File: src/rtl/inst_fetch_pkg.sv
// Shared definitions for the instruction fetch unit: bus widths, reset address,
// the NOP encoding and the fetch FSM state type.
package inst_fetch_pkg;

    localparam int INST_ADDR_W = 32;
    localparam int INST_W      = 32;

    localparam logic [INST_ADDR_W-1:0] PC_RST_ADDR = 32'h0000_0000;
    localparam logic [INST_W-1:0]      ZERO_WORD   = 32'h0000_0000;
    localparam logic [INST_W-1:0]      INST_NOP    = 32'h0000_0013;

    localparam logic [INST_ADDR_W-1:0] PC_STEP     = 32'd4;

    typedef enum logic [1:0] {
        ST_IDLE = 2'd0,
        ST_REQ  = 2'd1,
        ST_WAIT = 2'd2,
        ST_OUT  = 2'd3
    } fetch_state_e;

    // Jump targets are always word aligned; the low two address bits are dropped.
    function automatic logic [INST_ADDR_W-1:0] alignAddr(input logic [INST_ADDR_W-1:0] addr);
        return addr & ~32'h0000_0003;
    endfunction

endpackage

File: src/rtl/inst_fetch.sv
// Instruction fetch unit: owns the fetch PC, issues one outstanding bus request
// and presents the fetched instruction (or a NOP bubble) to IF/ID.
// Optional bubble counter enabled with `define IFU_PERF_CNT_EN.
module inst_fetch
    import inst_fetch_pkg::*;
#(
    parameter logic [INST_ADDR_W-1:0] RST_ADDR = PC_RST_ADDR,
    parameter logic [INST_W-1:0]      NOP_INST = INST_NOP
) (
    input  logic                   clk,
    input  logic                   rst_n,
    input  logic                   hold_i,
    input  logic                   jump_i,
    input  logic [INST_ADDR_W-1:0] jump_addr_i,
    output logic                   ibus_req_o,
    output logic [INST_ADDR_W-1:0] ibus_addr_o,
    input  logic                   ibus_gnt_i,
    input  logic                   ibus_rvalid_i,
    input  logic [INST_W-1:0]      ibus_rdata_i,
    output logic [INST_ADDR_W-1:0] pc_o,
    output logic [INST_W-1:0]      inst_o,
    output logic                   inst_valid_o
`ifdef IFU_PERF_CNT_EN
    ,
    output logic [31:0]            bubble_cnt_o
`endif
);

    fetch_state_e           r_state;
    fetch_state_e           w_stateNext;
    logic [INST_ADDR_W-1:0] r_fetchPc;
    logic [INST_ADDR_W-1:0] w_fetchPcNext;
    logic [INST_ADDR_W-1:0] r_bufPc;
    logic [INST_ADDR_W-1:0] w_bufPcNext;
    logic [INST_W-1:0]      r_bufInst;
    logic [INST_W-1:0]      w_bufInstNext;
    logic                   r_bufV;
    logic                   w_bufVNext;
    logic                   r_kill;
    logic                   w_killNext;
    logic [INST_ADDR_W-1:0] w_target;

    assign w_target = alignAddr(jump_addr_i);

    always_ff @(posedge clk or negedge rst_n) begin
        if (!rst_n) begin
            r_state   <= ST_IDLE;
            r_fetchPc <= RST_ADDR;
            r_bufPc   <= RST_ADDR;
            r_bufInst <= ZERO_WORD;
            r_bufV    <= 1'b0;
            r_kill    <= 1'b0;
        end else begin
            r_state   <= w_stateNext;
            r_fetchPc <= w_fetchPcNext;
            r_bufPc   <= w_bufPcNext;
            r_bufInst <= w_bufInstNext;
            r_bufV    <= w_bufVNext;
            r_kill    <= w_killNext;
        end
    end

    // A granted fetch that is overtaken by a jump is marked killed so its data is drained, not used.
    always_comb begin
        w_stateNext   = r_state;
        w_fetchPcNext = r_fetchPc;
        w_bufPcNext   = r_bufPc;
        w_bufInstNext = r_bufInst;
        w_bufVNext    = r_bufV;
        w_killNext    = r_kill;
        case (r_state)
            ST_IDLE: begin
                w_stateNext = ST_REQ;
            end
            ST_REQ: begin
                if (jump_i) begin
                    w_fetchPcNext = w_target;
                end
                if (ibus_gnt_i) begin
                    w_stateNext = ST_WAIT;
                    if (jump_i) begin
                        w_killNext = 1'b1;
                    end
                end
            end
            ST_WAIT: begin
                if (ibus_rvalid_i) begin
                    if (r_kill || jump_i) begin
                        w_killNext  = 1'b0;
                        w_stateNext = ST_REQ;
                        if (jump_i) begin
                            w_fetchPcNext = w_target;
                        end
                    end else begin
                        w_bufInstNext = ibus_rdata_i;
                        w_bufPcNext   = r_fetchPc;
                        w_bufVNext    = 1'b1;
                        w_fetchPcNext = r_fetchPc + PC_STEP;
                        w_stateNext   = ST_OUT;
                    end
                end else if (jump_i) begin
                    w_fetchPcNext = w_target;
                    w_killNext    = 1'b1;
                end
            end
            ST_OUT: begin
                if (jump_i) begin
                    w_bufVNext    = 1'b0;
                    w_fetchPcNext = w_target;
                    w_stateNext   = ST_REQ;
                end else if (!hold_i) begin
                    w_bufVNext  = 1'b0;
                    w_stateNext = ST_REQ;
                end
            end
            default: begin
                w_stateNext = ST_IDLE;
            end
        endcase
    end

    assign ibus_req_o   = (r_state == ST_REQ);
    assign ibus_addr_o  = r_fetchPc;
    assign pc_o         = r_bufPc;
    assign inst_o       = r_bufV ? r_bufInst : NOP_INST;
    assign inst_valid_o = r_bufV;

`ifdef IFU_PERF_CNT_EN
    logic [31:0] r_bubbleCnt;

    // Counts cycles in which IF/ID captures a bubble; sticks at all-ones.
    always_ff @(posedge clk or negedge rst_n) begin
        if (!rst_n) begin
            r_bubbleCnt <= 32'd0;
        end else if (!hold_i && !r_bufV && (r_bubbleCnt != 32'hFFFF_FFFF)) begin
            r_bubbleCnt <= r_bubbleCnt + 32'd1;
        end
    end

    assign bubble_cnt_o = r_bubbleCnt;
`endif

endmodule

File: config.mk
export PLATFORM = sky130hd
export DESIGN_NAME = inst_fetch
export DESIGN_NICKNAME = d
export VERILOG_FILES = /design/src/rtl/inst_fetch_pkg.sv /design/src/rtl/inst_fetch.sv
export SDC_FILE = /design/constraint.sdc
export NUM_CORES = 1
export LEC_CHECK = 0
export ABC_AREA = 0
export CELL_PAD_IN_SITES_DETAIL_PLACEMENT = 1
export CELL_PAD_IN_SITES_GLOBAL_PLACEMENT = 1
export CORE_MARGIN = 2
export CORE_UTILIZATION = 31
export DETAILED_ROUTE_END_ITERATION = 10
export PLACE_DENSITY = 0.84
export SLEW_MARGIN = 10
export SYNTH_ARGS = -nofsm -noshare
export SYNTH_HDL_FRONTEND = slang
export SYNTH_SLANG_ARGS = --single-unit
File: constraint.sdc
create_clock -name clk -period 1.9 [get_ports clk]
set_clock_uncertainty 0.2 [all_clocks]
set_input_delay 0.475 -clock clk [delete_from_list [all_inputs] [get_ports clk]]
set_output_delay 0.475 -clock clk [all_outputs]
set_load 0.1 [all_outputs]
==> reports/qor.yml <==
synth_cell_type_count: 49
syn_inst: 426
ys_top_cells_by_area: "dfrtp_1 52%, mux2_2 15%, and2_1 4.5%"
synth-edff-count: 0
grt_max_degree: 35
drtIter0Drc: 360
initial_core_util_pct: 31.8
hold_violations: 0
path_clk_slew_ns: 0.08
tns_ns: -25.15
drc: 0
crit_arrival_ns: 2.44
cap_violations: 0
core_sq_um: 15300
die_w_um: 129
relSlewSlack_pct: 68.7
drive_above_1_share_pct: 61.9
gr-total-overflow: 0
grt_pass1_wl_um: 38400
clockBufferDepth: 2
synth_top_cell_by_area: "dfrtp_1"
placedCellCount: 864
track_usage_pct: 32.0
drt-total-wl_um: 27900
period_share_pct: 123
synth_area_sq_um: 4850
drtPass1Iterations: 4
finalWeightedCongestion: 0.902
cts_tree: "yes"
ys_async_sr_fraction_pct: 100
syn_area_per_cell_sq_um: 11.4
whs_ns: 0.319
layout.nets: 777
rows: 45
synth.top_cell.area_share_pct: 51.6
cts-root-buf: "clkbuf_16"
period_needed_ns: 2.34
ys_ff_latch: 100
syn2layout_area_growth_pct: 110
worstMarginPinSlew_ns: 0.469
clock_latency_ns: 0.38
antenna_found_initial: 0
fmax_ghz: 0.427
die_h_um: 129
detail_route.wl_per_cell_um: 30.3
mostFrequentLayoutCell: "buf_12"
required_ns: 2.00
outcome: "finished, violations left"
path_class: "register to register"
rsz0062_at_grt: "yes"
hp-class: "register to register"
ys_seq_area_share_pct: 51.6
vias: 5177
pin_count: 168
place_hpwl_um: 14000
avgViaCountPerCell: 5.64
multiInputGateArea_sq_um: 2930
finalMaxSlewViolations: 0
cts_buffers: 9
cp-end-kind: "register"
syn-num-nets: 502
cts_sinks: 100
synth_warnings: 0
finalSetupViolCount: 131
ys.flop_type: "dfrtp_1"
violations: "negative setup slack"
cts_htree_levels: 3
most-common-layout-cells: "112 x buf_12, 72 x buf_4, 71 x dfrtp_1, 64 x mux2_4, 64 x clkdlybuf4s50_1"
dieArea_sq_um: 16700
fill_cells: 1382
antenna_left: 0
critPathMaxFanout: 5
port_buffers: 165
grt_pass1_vias: 5868
start_kind: "register"
regArea_sq_um: 2570
setup_ws_ns: -0.442
fin_cells: 918
==> per-stage QoR <==
step	setup WS (ns)	cell area [sq um]	utilization, %
6_report	-0.442	10200	66.7
4_1_cts	-0.253	9980	65.4
3_5_place_dp	-0.702	8570	56.2
2_1_floorplan	-0.291	5130	-
5_1_grt	-0.510	10200	66.6
3_3_place_gp	-0.682	8570	56.2
==> repair_timing <==
item,in CTS,in global routing
cloned,12,2
gates resized for setup,149,51
setup buffers,19,13
hold buffers,1,0
hold endpoints to repair,23,0
pin swaps,37,22
setup endpoints to repair,131,134
==> layout make-up <==
cell class | count | share of cell area (%)
antenna | 1 | 0.0246
clock buffer | 10 | 2.35
clock inverter | 6 | 1.09
inverter | 11 | 0.406
multi-input combinational | 292 | 28.8
sequential | 100 | 25.2
tap | 211 | 2.60
timing repair buffer | 287 | 39.5
==> state kept, by name, summed over array words and instances (netlist names) <==
| register | count |
|---|---|
| ibus_addr_o | 32 |
| inst_valid_o | 1 |
| r_kill | 1 |
| r_state | 2 |
| pc_o | 32 |
| r_bufInst | 32 |
==> per-layer routing <==
metal  up-vias  track usage (%)  part of all wire, %
met2       290             56.6                   53
met4         0             18.0                  4.2
met3        87             7.14                  6.6
met5         -                0                    0
met1      2689             35.7                   37
li1       2111                -                    -
==> final timing paths <==
check	startpoint	to	slack [ns]	depth (start not counted)
min	r_bufInst[11]	r_bufInst[11]	0.32	1
max	r_state[0]	ibus_addr_o[23]	-0.44	7
min reg2reg	r_bufInst[11]	r_bufInst[11]	0.32	1
min in group asynchronous	rst_n	ibus_addr_o[13]	0.40	2
max in group asynchronous	rst_n	ibus_addr_o[7]	0.50	3
max reg2reg	r_state[0]	ibus_addr_o[23]	-0.44	7
==> worst max-delay path, stage by stage (launching register included) <==
cell and delay (ns):
dfrtp_1 0.41, buf_6 0.14, ha_4 0.18, nor2_1 0.23, nand3_2 0.21, or3_1 0.43, mux2i_2 0.26, a221o_1 0.20
==> Yosys cell counts (8+ instances only) <==
master,count
and3_1,13
nand2_1,14
clkbuf_1,15
a22oi_1,8
and2_1,35
inv_1,11
nand3_1,15
mux2_2,64
buf_2,8
nor2_1,19
o21ai_0,16
dfrtp_1,100
a21oi_1,11
==> logic make-up after synthesis <==
kind of cell    after synthesis  synth area share, %
compound gates               76                 11.1
flops                       100                 51.6
simple gates                140                 16.9
fa+ha+maj                     6                 1.55
buf+inv                      34                 2.84
mux                          69                 15.9
xor+xnor                      1                0.181
Power is left out: the tool's default activity adds up to more than one toggle a clock period on the data nets, which glitch-free logic cannot reach.
